==> src/rtl/a51_pkg.sv <==
// a51_pkg: shared types and constants for the A5/1 stream engine.
// FSM state type, LFSR lengths, feedback tap masks, clock-bit indices
// and the majority helper used by the irregular clocking rule.
package a51_pkg;

    typedef enum logic [2:0] {
        IDLE,
        LOADK,
        LOADF,
        MIX,
        RUN,
        DONE
    } a51_state_t;

    localparam int unsigned R1_LEN = 19;
    localparam int unsigned R2_LEN = 22;
    localparam int unsigned R3_LEN = 23;

    // Feedback taps: R1 {18,17,16,13}, R2 {21,20}, R3 {22,21,20,7}
    localparam logic [R1_LEN-1:0] R1_TAPS = 19'h7_2000;
    localparam logic [R2_LEN-1:0] R2_TAPS = 22'h30_0000;
    localparam logic [R3_LEN-1:0] R3_TAPS = 23'h70_0080;

    localparam int unsigned R1_CLK = 8;
    localparam int unsigned R2_CLK = 10;
    localparam int unsigned R3_CLK = 10;

    function automatic logic maj3(input logic a, input logic b, input logic c);
        return (a & b) | (a & c) | (b & c);
    endfunction

endpackage

==> src/rtl/a51_stream_engine_if.sv <==
// a51_stream_engine_if: keystream word handshake (valid/ready, word, last).
// master = engine side, slave = downstream packer side.
interface a51_stream_engine_if #(
    parameter int unsigned OUT_W = 4
);

    logic             ks_valid;
    logic             ks_ready;
    logic [OUT_W-1:0] ks_word;
    logic             ks_last;

    modport master (
        output ks_valid,
        output ks_word,
        output ks_last,
        input  ks_ready
    );

    modport slave (
        input  ks_valid,
        input  ks_word,
        input  ks_last,
        output ks_ready
    );

endinterface

==> src/rtl/a51_clocked_lfsr.sv <==
// a51_clocked_lfsr: one A5/1 shift register. Shifts toward the MSB with the
// tap parity (optionally XORed with a load bit) entering bit 0 when enabled.
module a51_clocked_lfsr #(
    parameter int unsigned     LEN     = 19,
    parameter logic [LEN-1:0]  TAPS    = '0,
    parameter int unsigned     CLK_BIT = 0
) (
    input  logic           clk,
    input  logic           resetn,
    input  logic           clr,
    input  logic           en,
    input  logic           load_bit,
    input  logic           load_mode,
    output logic [LEN-1:0] state,
    output logic           clk_bit
);

    logic fb;

    // Feedback bit: tap parity, plus the load bit during key/frame loading
    always_comb begin
        fb      = (^(state & TAPS)) ^ (load_mode & load_bit);
        clk_bit = state[CLK_BIT];
    end

    // Register update: clear on run start, shift when enabled
    always_ff @(posedge clk or negedge resetn) begin
        if (!resetn) begin
            state <= '0;
        end else if (clr) begin
            state <= '0;
        end else if (en) begin
            state <= {state[LEN-2:0], fb};
        end
    end

endmodule

==> src/rtl/a51_stream_engine.sv <==
// a51_stream_engine: A5/1 keystream generator with valid/ready output,
// abort and done pulse. Optional feature macro: A51_FRAME_AUTOINC_EN
// (adds frame_load and an auto-incrementing internal frame register).
module a51_stream_engine
    import a51_pkg::*;
#(
    parameter int unsigned KEY_BITS   = 64,
    parameter int unsigned FRAME_BITS = 22,
    parameter int unsigned MIX_CYCLES = 100,
    parameter int unsigned KS_BITS    = 228,
    parameter int unsigned OUT_W      = 4
) (
    input  logic                  clk,
    input  logic                  resetn,
    input  logic                  start,
    input  logic                  abort,
    input  logic [KEY_BITS-1:0]   key,
    input  logic [FRAME_BITS-1:0] frame,
`ifdef A51_FRAME_AUTOINC_EN
    input  logic                  frame_load,
`endif
    a51_stream_engine_if.master   ks,
    output logic                  busy,
    output logic                  done
);

    localparam int unsigned MAX_KF  = (KEY_BITS > FRAME_BITS) ? KEY_BITS : FRAME_BITS;
    localparam int unsigned MAX_MK  = (MIX_CYCLES > KS_BITS) ? MIX_CYCLES : KS_BITS;
    localparam int unsigned CNT_MAX = (MAX_KF > MAX_MK) ? MAX_KF : MAX_MK;
    localparam int unsigned CNT_W   = $clog2(CNT_MAX + 1);
    localparam int unsigned KI_W    = (KEY_BITS > 1) ? $clog2(KEY_BITS) : 1;
    localparam int unsigned FI_W    = (FRAME_BITS > 1) ? $clog2(FRAME_BITS) : 1;
    localparam int unsigned PK_W    = $clog2(OUT_W);

    localparam logic [CNT_W-1:0] KEY_LAST   = CNT_W'(KEY_BITS - 1);
    localparam logic [CNT_W-1:0] FRAME_LAST = CNT_W'(FRAME_BITS - 1);
    localparam logic [CNT_W-1:0] MIX_LAST   = CNT_W'(MIX_CYCLES - 1);
    localparam logic [CNT_W-1:0] KS_END     = CNT_W'(KS_BITS);
    localparam logic [CNT_W-1:0] KS_LASTBIT = CNT_W'(KS_BITS - 1);
    localparam logic [PK_W-1:0]  PK_LAST    = PK_W'(OUT_W - 1);

    if ((KS_BITS % OUT_W) != 0) begin : g_bad_ks_bits
        $error("a51_stream_engine: KS_BITS must be a multiple of OUT_W");
    end
    if (OUT_W < 2) begin : g_bad_out_w
        $error("a51_stream_engine: OUT_W must be at least 2");
    end

    a51_state_t state, state_next;

    logic [CNT_W-1:0]      cnt;
    logic [KEY_BITS-1:0]   key_reg;
    logic [FRAME_BITS-1:0] frame_reg;
    logic [OUT_W-2:0]      pack_reg;
    logic [PK_W-1:0]       pack_cnt;
    logic [OUT_W-1:0]      word_q;
    logic                  valid_q;
    logic                  last_q;

    logic [R1_LEN-1:0] r1;
    logic [R2_LEN-1:0] r2;
    logic [R3_LEN-1:0] r3;
    logic              c1, c2, c3;
    logic              en1, en2, en3;

    logic             start_ok;
    logic             load_mode;
    logic             load_bit;
    logic             maj;
    logic             accept;
    logic             word_done;
    logic             stall;
    logic             adv;
    logic             mix_step;
    logic             ks_bit;
    logic [OUT_W-1:0] pack_next;
    logic             unused_lfsr_bits;

    // Datapath control: load bits, majority clocking, stall and keystream bit
    always_comb begin
        start_ok  = (state == IDLE) && start && !abort;
        load_mode = (state == LOADK) || (state == LOADF);
        load_bit  = (state == LOADK) ? key_reg[cnt[KI_W-1:0]] : frame_reg[cnt[FI_W-1:0]];
        maj       = maj3(c1, c2, c3);
        accept    = valid_q & ks.ks_ready;
        word_done = (pack_cnt == PK_LAST);
        stall     = valid_q & ~ks.ks_ready & word_done;
        adv       = (state == RUN) && (cnt < KS_END) && !stall;
        mix_step  = (state == MIX) || adv;
        en1       = load_mode | (mix_step & (c1 == maj));
        en2       = load_mode | (mix_step & (c2 == maj));
        en3       = load_mode | (mix_step & (c3 == maj));
        // Output bit is taken from the post-clock state: after a shift the
        // new MSB is the old MSB-1, otherwise the MSB is unchanged.
        ks_bit    = (en1 ? r1[R1_LEN-2] : r1[R1_LEN-1])
                  ^ (en2 ? r2[R2_LEN-2] : r2[R2_LEN-1])
                  ^ (en3 ? r3[R3_LEN-2] : r3[R3_LEN-1]);
        pack_next = {pack_reg, ks_bit};
        // Registers expose their full state; only a few bits feed the datapath.
        unused_lfsr_bits = ^{r1, r2, r3};
    end

    // Next-state logic; abort overrides every transition
    always_comb begin
        state_next = state;
        case (state)
            IDLE:    if (start)             state_next = LOADK;
            LOADK:   if (cnt == KEY_LAST)   state_next = LOADF;
            LOADF:   if (cnt == FRAME_LAST) state_next = MIX;
            MIX:     if (cnt == MIX_LAST)   state_next = RUN;
            RUN:     if (accept && last_q)  state_next = DONE;
            DONE:                           state_next = IDLE;
            default:                        state_next = IDLE;
        endcase
        if (abort) begin
            state_next = IDLE;
        end
    end

    // State register
    always_ff @(posedge clk or negedge resetn) begin
        if (!resetn) begin
            state <= IDLE;
        end else begin
            state <= state_next;
        end
    end

    // Phase counter: restarts on every state change, counts cycles or RUN bits
    always_ff @(posedge clk or negedge resetn) begin
        if (!resetn) begin
            cnt <= '0;
        end else if (state_next != state) begin
            cnt <= '0;
        end else if ((state inside {LOADK, LOADF, MIX}) || adv) begin
            cnt <= cnt + 1'b1;
        end
    end

    // Key capture at start; frame source depends on the auto-increment option
    always_ff @(posedge clk or negedge resetn) begin
        if (!resetn) begin
            key_reg   <= '0;
            frame_reg <= '0;
        end else begin
            if (start_ok) begin
                key_reg <= key;
            end
`ifdef A51_FRAME_AUTOINC_EN
            if ((state == IDLE) && frame_load) begin
                frame_reg <= frame;
            end else if (state == DONE) begin
                frame_reg <= frame_reg + 1'b1;
            end
`else
            if (start_ok) begin
                frame_reg <= frame;
            end
`endif
        end
    end

    // Packer and output register with valid/ready handshake
    always_ff @(posedge clk or negedge resetn) begin
        if (!resetn) begin
            pack_reg <= '0;
            pack_cnt <= '0;
            word_q   <= '0;
            valid_q  <= 1'b0;
            last_q   <= 1'b0;
        end else if (start_ok || abort) begin
            pack_reg <= '0;
            pack_cnt <= '0;
            valid_q  <= 1'b0;
            last_q   <= 1'b0;
        end else begin
            if (accept) begin
                valid_q <= 1'b0;
                last_q  <= 1'b0;
            end
            if (adv) begin
                pack_reg <= pack_next[OUT_W-2:0];
                if (word_done) begin
                    pack_cnt <= '0;
                    word_q   <= pack_next;
                    valid_q  <= 1'b1;
                    last_q   <= (cnt == KS_LASTBIT);
                end else begin
                    pack_cnt <= pack_cnt + 1'b1;
                end
            end
        end
    end

    // Output drive
    always_comb begin
        ks.ks_valid = valid_q;
        ks.ks_word  = word_q;
        ks.ks_last  = last_q;
        busy        = (state != IDLE);
        done        = (state == DONE);
    end

    a51_clocked_lfsr #(.LEN(R1_LEN), .TAPS(R1_TAPS), .CLK_BIT(R1_CLK)) u_r1 (
        .clk(clk), .resetn(resetn), .clr(start_ok), .en(en1),
        .load_bit(load_bit), .load_mode(load_mode), .state(r1), .clk_bit(c1)
    );

    a51_clocked_lfsr #(.LEN(R2_LEN), .TAPS(R2_TAPS), .CLK_BIT(R2_CLK)) u_r2 (
        .clk(clk), .resetn(resetn), .clr(start_ok), .en(en2),
        .load_bit(load_bit), .load_mode(load_mode), .state(r2), .clk_bit(c2)
    );

    a51_clocked_lfsr #(.LEN(R3_LEN), .TAPS(R3_TAPS), .CLK_BIT(R3_CLK)) u_r3 (
        .clk(clk), .resetn(resetn), .clr(start_ok), .en(en3),
        .load_bit(load_bit), .load_mode(load_mode), .state(r3), .clk_bit(c3)
    );

endmodule

==> src/flat_wrapper.sv <==
// flat-port wrapper written by rule: the top's interface ports become plain ports
module a51_stream_engine_flat import a51_pkg::*;
#(
    parameter int unsigned KEY_BITS   = 64,
    parameter int unsigned FRAME_BITS = 22,
    parameter int unsigned MIX_CYCLES = 100,
    parameter int unsigned KS_BITS    = 228,
    parameter int unsigned OUT_W      = 4
)
  (clk, resetn, start, abort, key, frame, busy, done, ks_ks_valid, ks_ks_word, ks_ks_last, ks_ks_ready);
  a51_stream_engine_if #(.OUT_W(OUT_W)) ks_i ();
  input  logic clk;
  input  logic resetn;
  input  logic start;
  input  logic abort;
  input  logic [KEY_BITS-1:0] key;
  input  logic [FRAME_BITS-1:0] frame;
  output logic busy;
  output logic done;
  output wire logic [$bits(ks_i.ks_valid)-1:0] ks_ks_valid;
  output wire logic [$bits(ks_i.ks_word)-1:0] ks_ks_word;
  output wire logic [$bits(ks_i.ks_last)-1:0] ks_ks_last;
  input wire logic [$bits(ks_i.ks_ready)-1:0] ks_ks_ready;
  assign ks_ks_valid = ks_i.ks_valid;
  assign ks_ks_word = ks_i.ks_word;
  assign ks_ks_last = ks_i.ks_last;
  assign ks_i.ks_ready = ks_ks_ready;
  a51_stream_engine #(.KEY_BITS(KEY_BITS), .FRAME_BITS(FRAME_BITS), .MIX_CYCLES(MIX_CYCLES), .KS_BITS(KS_BITS), .OUT_W(OUT_W)) u_core (.clk(clk), .resetn(resetn), .start(start), .abort(abort), .key(key), .frame(frame), .ks(ks_i), .busy(busy), .done(done));
endmodule
==> config.mk <==
export PLATFORM = sky130hd
export DESIGN_NAME = a51_stream_engine_flat
export DESIGN_NICKNAME = d
export VERILOG_FILES = /design/src/rtl/a51_pkg.sv /design/src/rtl/a51_stream_engine_if.sv /design/src/rtl/a51_clocked_lfsr.sv /design/src/rtl/a51_stream_engine.sv /design/src/flat_wrapper.sv
export SDC_FILE = /design/constraint.sdc
export NUM_CORES = 1
export LEC_CHECK = 0
export CAP_MARGIN = 20
export CORE_ASPECT_RATIO = 1.5
export CORE_MARGIN = 2
export CORE_UTILIZATION = 56
export DETAILED_ROUTE_END_ITERATION = 10
export GPL_TIMING_DRIVEN = 1
export PLACE_DENSITY = 0.89
export SETUP_SLACK_MARGIN = 0.05
export SYNTH_ARGS = -nofsm -noshare
export SYNTH_HDL_FRONTEND = slang
export SYNTH_SLANG_ARGS = --single-unit
==> constraint.sdc <==
create_clock -name clk -period 2.98 [get_ports clk]
set_clock_uncertainty 0.1 [all_clocks]
set_input_delay 0.596 -clock clk [delete_from_list [all_inputs] [get_ports clk]]
set_output_delay 0.596 -clock clk [all_outputs]
set_load 0.03 [all_outputs]
==> load_flow_metrics.sql <==
INSERT INTO impl_metrics (metric_group, metric, value, unit) VALUES
('floorplanning', 'placeableCoreArea', '13900', 'um2'),
('cts', 'post_cts_resized', '0', ''),
('synth', 'ys_async_sr_fraction', '1.00', ''),
('global_route', 'first_global_vias', '6503', ''),
('detailed_routing', 'route.antenna.remaining_nets', '0', ''),
('synth', 'synth.largest_area_cell', 'sky130_fd_sc_hd__dfrtp_1', ''),
('timing', 'setup_viol_count_final', '0', ''),
('timing', 'finalSetupTns', '0', 'ns'),
('worst_setup_path', 'worst-r2r-setup-slack', '0.26', 'ns'),
('power', 'p_switching', '1.68', 'mW'),
('synth', 'yosys.area.top_type_share', '0.547', ''),
('layout', 'layout-area-overhead-vs-synth', '23.2', '%'),
('cts', 'cts-hold-fix-buffers', '0', ''),
('status', 'result_of_the_run', 'finished, final reports clean', ''),
('timing', 'highest_clock_rate', '0.367', 'GHz'),
('worst_hold_path', 'worstHoldPathType', 'in2async', ''),
('layout', 'antenna-diode-count', '0', ''),
('worst_setup_path', 'critical_path.reg2reg.endpoint', 'u_core.u_r1.state[0]', ''),
('global_route', 'grt_start_max_net_pins', '108', ''),
('power', 'vdd_drop_max', '0.395', 'mV'),
('layout', 'finish.cell_count_without_fillers', '1132', ''),
('detailed_routing', 'avgViaCountPerCell', '5.65', ''),
('synth', 'yosysWarnings', '0', ''),
('worst_setup_path', 'path_class', 'reg2reg', ''),
('timing', 'setup_repair_after_global_routing_missed_its_margin', 'false', ''),
('place', 'place.gp.congestion', '0.901', ''),
('global_route', 'overflow', '0', ''),
('synth', 'synth-seq-area-share', '0.547', ''),
('worst_setup_path', 'worst_reg_to_reg_cells', '10', ''),
('synth', 'synthMostInstantiatedCell', 'sky130_fd_sc_hd__nand2_1', ''),
('cts', 'htree_num_levels', '4', ''),
('floorplanning', 'floorplan.die.height', '149', 'um'),
('run', 'max_cap_violations', '0', ''),
('place', 'hpwl', '11800', 'um'),
('timing', 'final_hold_viol_count', '0', ''),
('worst_setup_path', 'cp_max_fo', '6', ''),
('detailed_routing', 'drcViolationCount', '0', ''),
('synth', 'yosys.cell_types.count', '51', ''),
('synth', 'postSynth.topFlopCell', 'sky130_fd_sc_hd__dfrtp_1', ''),
('global_route', 'grt_use_met3', '0.0501', ''),
('global_route', 'met2_usage_grt', '0.434', ''),
('detailed_routing', 'dr.first_iter.drc_count', '626', ''),
('worst_setup_path', 'type_of_element_capturing_the_critical_path', 'register', ''),
('floorplanning', 'die_width', '101', 'um'),
('synth', 'post_synth_most_frequent_cells', '399 x sky130_fd_sc_hd__nand2_1, 172 x sky130_fd_sc_hd__dfrtp_1, 63 x sky130_fd_sc_hd__o21ai_0', ''),
('power', 'powerDensity', '628', 'nW/um2'),
('cts', 'worst_skew_pair.late_latency', '0.43', 'ns'),
('floorplanning', 'die_area', '15000', 'um2'),
('power', 'share_comb_of_total_power', '0.161', ''),
('global_route', 'grt_first_pass_wirelength', '30800', 'um'),
('global_route', 'use_met1', '0.320', ''),
('synth', 'synth_seq_cells', '172', ''),
('worst_setup_path', 'crit_start', 'u_core.cnt[0]', ''),
('floorplanning', 'floorplan.io_pins', '99', ''),
('synth', 'cell_area_synth', '7870', 'um2'),
('power', 'seq_power_share', '0.453', ''),
('detailed_routing', 'drt_first_pass_iters', '5', ''),
('synth', 'synthesis.instances', '866', ''),
('layout', 'fin_nets', '1048', ''),
('timing', 'max_slew_margin', '0.593', ''),
('floorplanning', 'std_cell_rows', '53', ''),
('global_route', 'number_of_antenna_violations_at_the_first_check_in_global_routing', '0', ''),
('power', 'intPower', '4.41', 'mW'),
('layout', 'largest_register_ffs', '64', ''),
('synth', 'post_synth_main_area_contributors', 'sky130_fd_sc_hd__dfrtp_1 55%, sky130_fd_sc_hd__nand2_1 19%, sky130_fd_sc_hd__mux4_2 4.6%', ''),
('cts', 'cts.reportedPaths.clkPinSlew', '0.07', 'ns'),
('floorplanning', 'starting_density_of_the_core', '0.568', ''),
('power', 'netSwitchingFraction', '0.276', ''),
('synth', 'synthesis.area_per_instance', '9.09', 'um2'),
('timing', 'finalCritPeriodShare', '0.914', ''),
('layout', 'drive_gt1_frac', '0.0910', '');
[worst max-delay path, cell delays in order (launching register included)]
cell	delay (ns)
sky130_fd_sc_hd__dfrtp_2	0.48
sky130_fd_sc_hd__buf_4	0.22
sky130_fd_sc_hd__mux4_2	0.51
sky130_fd_sc_hd__mux2_2	0.29
sky130_fd_sc_hd__nand2_1	0.08
sky130_fd_sc_hd__o211ai_1	0.09
sky130_fd_sc_hd__a32oi_1	0.28
sky130_fd_sc_hd__a21oi_1	0.10
sky130_fd_sc_hd__buf_4	0.19
sky130_fd_sc_hd__xnor2_1	0.16
sky130_fd_sc_hd__mux2i_1	0.10
[cells by family after synthesis]
logic type | Yosys count | synth area share
xor gates and xnor gates | 19 | 0.0211
adders and majority gates | 3 | 0.00477
and+or+nand+nor | 472 | 0.241
AOI/OAI and AO/OA | 104 | 0.0795
buffers and inverters | 56 | 0.0299
muxes | 40 | 0.0774
DFF | 172 | 0.547
[power groups by stage]
stage	sequential [mW]	combinational [mW]	clock, mW
2_1_floorplan	2.72	0.624	0
6_report	2.76	0.982	2.35
3_5_place_dp	2.78	0.962	0
3_3_place_gp	2.77	0.937	0
4_1_cts	2.75	0.986	2.38
5_1_grt	2.78	1.08	2.47
[final cells by class]
cell class,count,area (um2)
Fill cell,930,4160
Timing Repair Buffer,121,1200
Multi-Input combinational cell,638,3340
Inverter,4,15.0
Clock buffer,17,425
Sequential cell,172,4310
Clock inverter,15,199
Tap cell,165,206
[how the worst max path moves through the flow]
stage | endpoint | cells past startpoint
final | u_core.u_r1.state[0] | 10
after global routing | u_core.cnt[7] | 8
after CTS | u_core.cnt[1] | 10
after detailed placement | u_core.pack_reg[0] | 9
after global placement | u_core.pack_reg[0] | 7
after floorplan | u_core.pack_reg[0] | 10
[per-stage QoR]
step           power [mW]  cell area, um2   util  setup WS (ns)  hold slack, ns
2_1_floorplan        3.34            7870      -          0.469           0.200
6_report             6.09            9700  0.700          0.256          0.0490
4_1_cts              6.12            9700  0.700          0.229          0.0733
3_3_place_gp         3.70            9070  0.655          0.259           0.352
5_1_grt              6.34            9700  0.700         0.0935          0.0950
3_5_place_dp         3.75            9070  0.655          0.149           0.359
[routing by layer]
layer | part of all wire | vias to the layer above | wire length (um)
met1 | 0.39 | 3071 | 7200
met5 | 0 | - | 0
met2 | 0.52 | 246 | 9530
li1 | - | 3008 | -
met3 | 0.046 | 75 | 854
met4 | 0.049 | 0 | 900
[cells in the final DEF (no fill, tap or decap), drive strengths merged, types with 5 or more instances in the layout]
cell	instances
xnor2	13
a21oi	14
clkbuf	17
mux2	7
dfrtp	172
inv	13
mux2i	17
xor2	6
nand2b	8
nand2	400
or3	5
mux4	16
clkdlybuf4s50	97
o21ai	64
nor2	28
buf	24
nand3	8
Power figures use the tool's default switching activity.
==> patch (same settings) <==
`FRAME_BITS` is set to 22 in 2 places; all go to 26.
--- a/src/rtl/a51_stream_engine.sv
+++ b/src/rtl/a51_stream_engine.sv
@@ -5,7 +5,7 @@
     import a51_pkg::*;
 #(
     parameter int unsigned KEY_BITS   = 64,
-    parameter int unsigned FRAME_BITS = 22,
+    parameter int unsigned FRAME_BITS = 26,
     parameter int unsigned MIX_CYCLES = 100,
     parameter int unsigned KS_BITS    = 228,
     parameter int unsigned OUT_W      = 4
--- a/src/flat_wrapper.sv
+++ b/src/flat_wrapper.sv
@@ -2,7 +2,7 @@
 module a51_stream_engine_flat import a51_pkg::*;
 #(
     parameter int unsigned KEY_BITS   = 64,
-    parameter int unsigned FRAME_BITS = 22,
+    parameter int unsigned FRAME_BITS = 26,
     parameter int unsigned MIX_CYCLES = 100,
     parameter int unsigned KS_BITS    = 228,
     parameter int unsigned OUT_W      = 4
Interface: changed (resized frame); port bits go from 99 to 103. The function was not compared with the original's and may differ.
==> patch against the unedited design <==
Wire length up 2.4%; highest routed layer unchanged; cell area up 2.3%; setup slack worse by 0.028 ns; count of clock-buffer cells in the layout unchanged; first-iteration DRC count down 34%; sequential cell count up 4; total power up 1.5%; maximum frequency down 1.0%; non-clock buffer count up 1; largest power group unchanged; hold slack worse by 0.0013 ns; global-route usage down 0.25 points; synthesized area up 3.0%.
==> patch: results (changes against the unedited design) <==
<table>
<tr><th>Metric</th><th>Value</th></tr>
<tr><th colspan="2">Status</th></tr>
<tr><td>Outcome</td><td>finished clean (unchanged)</td></tr>
<tr><th colspan="2">Floorplanning</th></tr>
<tr><td>X dimension of the die</td><td>102 um (was 101 um)</td></tr>
<tr><th colspan="2">Detailed routing</th></tr>
<tr><td>Total via count after detailed routing</td><td>6530 (was 6400)</td></tr>
<tr><td>DRT iter0 DRCs</td><td>415 (was 626)</td></tr>
<tr><td>Average routed wire per standard cell</td><td>16.1 um (was 16.3 um)</td></tr>
<tr><th colspan="2">Final layout</th></tr>
<tr><td>Layout cell share with drive strength beyond 1</td><td>8.43% (was 9.10%)</td></tr>
<tr><td>Number of fillers in the final layout</td><td>960 (was 930)</td></tr>
<tr><th colspan="2">Synth</th></tr>
<tr><td>Post-synthesis cell type count</td><td>46 (was 51)</td></tr>
<tr><td>Syn_nets</td><td>983 (was 960)</td></tr>
<tr><td>Top post-synthesis cells by area</td><td>sky130_fd_sc_hd__dfrtp_1, sky130_fd_sc_hd__nand2_1, sky130_fd_sc_hd__o21ai_0, sky130_fd_sc_hd__mux4_2, sky130_fd_sc_hd__mux2i_1 (was sky130_fd_sc_hd__dfrtp_1, sky130_fd_sc_hd__nand2_1, sky130_fd_sc_hd__mux4_2, sky130_fd_sc_hd__o21ai_0, sky130_fd_sc_hd__mux2i_1)</td></tr>
<tr><td>Proportion of synthesized chip area in sequential cells</td><td>54.3% (was 54.7%)</td></tr>
<tr><td>List of most frequent post-synthesis cells</td><td>sky130_fd_sc_hd__nand2_1, sky130_fd_sc_hd__dfrtp_1, sky130_fd_sc_hd__o21ai_0 (unchanged)</td></tr>
<tr><td>Multiplexer share of the synthesized area</td><td>8.64% (was 7.74%)</td></tr>
<tr><td>Synthesized-area fraction occupied by adder cells</td><td>0.463% (was 0.477%)</td></tr>
<tr><th colspan="2">Place</th></tr>
<tr><td>Gp weighted congestion</td><td>0.866 (was 0.901)</td></tr>
<tr><td>Post-Place Worst Slack</td><td>0.239 ns (was 0.149 ns)</td></tr>
<tr><td>Number of input and output port buffers inserted</td><td>102 (was 98)</td></tr>
<tr><th colspan="2">Global routing</th></tr>
<tr><td>Maximum number of pins on one net before global-route repair</td><td>83 (was 108)</td></tr>
<tr><td>Wire length of the first global-routing pass</td><td>31.1 mm (was 30.8 mm)</td></tr>
<tr><td>All-Layer GR Usage</td><td>26.1% (was 26.4%)</td></tr>
<tr><th colspan="2">Worst setup path</th></tr>
<tr><td>Logic depth of the worst register-to-register path</td><td>9 (was 10)</td></tr>
<tr><td>Critical R2R Capture</td><td>u_core.u_r2.state[0] (was u_core.u_r1.state[0])</td></tr>
<tr><td>Biggest cell delay along the critical path</td><td>0.59 ns (was 0.51 ns)</td></tr>
<tr><th colspan="2">STA</th></tr>
<tr><td>Transition time at the pin with the least slew margin</td><td>0.604 ns (was 0.610 ns)</td></tr>
<tr><th colspan="2">Power and ir drop</th></tr>
<tr><td>Leakage</td><td>4.60 nW (was 4.48 nW)</td></tr>
<tr><td>Peak ir drop on the vdd network</td><td>0.000341 V (was 0.000395 V)</td></tr>
</table>
==> patch: cell types whose count changed in the layout (fill, tap and decap cells not counted), sizes merged, moves of 3 or more <==
cell / change
or3: -4
xnor2: +3
nand3b: +3
buf: -3
mux4: +4
nor2: +4
dfrtp: +4
clkdlybuf4s50: +4
a21oi: -3
nand2b: -5
o22ai: -3
o21ai: +4
nand2: +15
==> patch: report_power, final <==
group / internal [W] / total (W) / switching (W)
Combinational: 0.000507 / 0.00105 / 0.000546
Clock: 0.00128 / 0.00232 / 0.00104
Sequential: 0.00264 / 0.00281 / 0.000170
==> patch: cell type report <==
cell class | instances | area (um^2) | area share, %
Multi-Input combinational cell | 652 | 3430 | 34.6
Clock inverter | 15 | 190 | 1.92
Tap cell | 192 | 240 | 2.42
Sequential cell | 176 | 4400 | 44.4
Inverter | 3 | 11.3 | 0.113
Clock buffer | 17 | 425 | 4.29
Timing Repair Buffer | 122 | 1220 | 12.3
==> patch: cells by family (layout without fill, tap and decap cells) <==
logic type                 Yosys count  count (layout)
AOI/OAI and AO/OA                   94              94
and+or+nand+nor                    493             493
muxes                               42              42
adders and majority gates            3               3
DFF                                176             176
xor gates and xnor gates            20              20
buffers and inverters               57             157
==> patch: critical path, delay by kind of cell (launching register included) <==
family                    cells  cell delay [ns]
muxes                         3             0.99
DFF                           1             0.53
xor gates and xnor gates      1             0.17
buffers and inverters         1             0.31
AOI/OAI and AO/OA             2             0.32
and+or+nand+nor               2             0.20
==> patch: worst max path at each step <==
stage	from	to	slack [ns]	cells past startpoint
finish	u_core.cnt[0]	u_core.u_r2.state[0]	0.23	9
global route	u_core.cnt[0]	u_core.u_r2.state[0]	0.10	9
CTS	u_core.cnt[0]	u_core.u_r2.state[0]	0.21	9
detailed placement	ks_ks_ready	u_core.pack_reg[0]	0.24	9
global placement	ks_ks_ready	u_core.pack_reg[0]	0.31	9
floorplan	u_core.cnt[0]	u_core.u_r1.state[0]	0.59	9
==> patch: through the flow <==
stage / total power, W / area, um^2 / utilization, % / std cells / hold slack [ns]
2_1_floorplan: 0.00348 / 8110 / - / 885 / 0.200
3_3_place_gp: 0.00380 / 9310 / 66.2 / 1145 / 0.349
3_5_place_dp: 0.00385 / 9310 / 66.2 / 1145 / 0.356
4_1_cts: 0.00620 / 9920 / 70.6 / 1177 / 0.0656
5_1_grt: 0.00642 / 9920 / 70.6 / 1177 / 0.0881
6_report: 0.00618 / 9920 / 70.6 / 1177 / 0.0477
==> patch: metal layers <==
| layer | track usage [%] | routed length (um) |
|---|---|---|
| met5 | 0 | 0 |
| met2 | 44.9 | 10300 |
| met1 | 32.1 | 7250 |
| met4 | 10.5 | 535 |
| met3 | 5.35 | 887 |
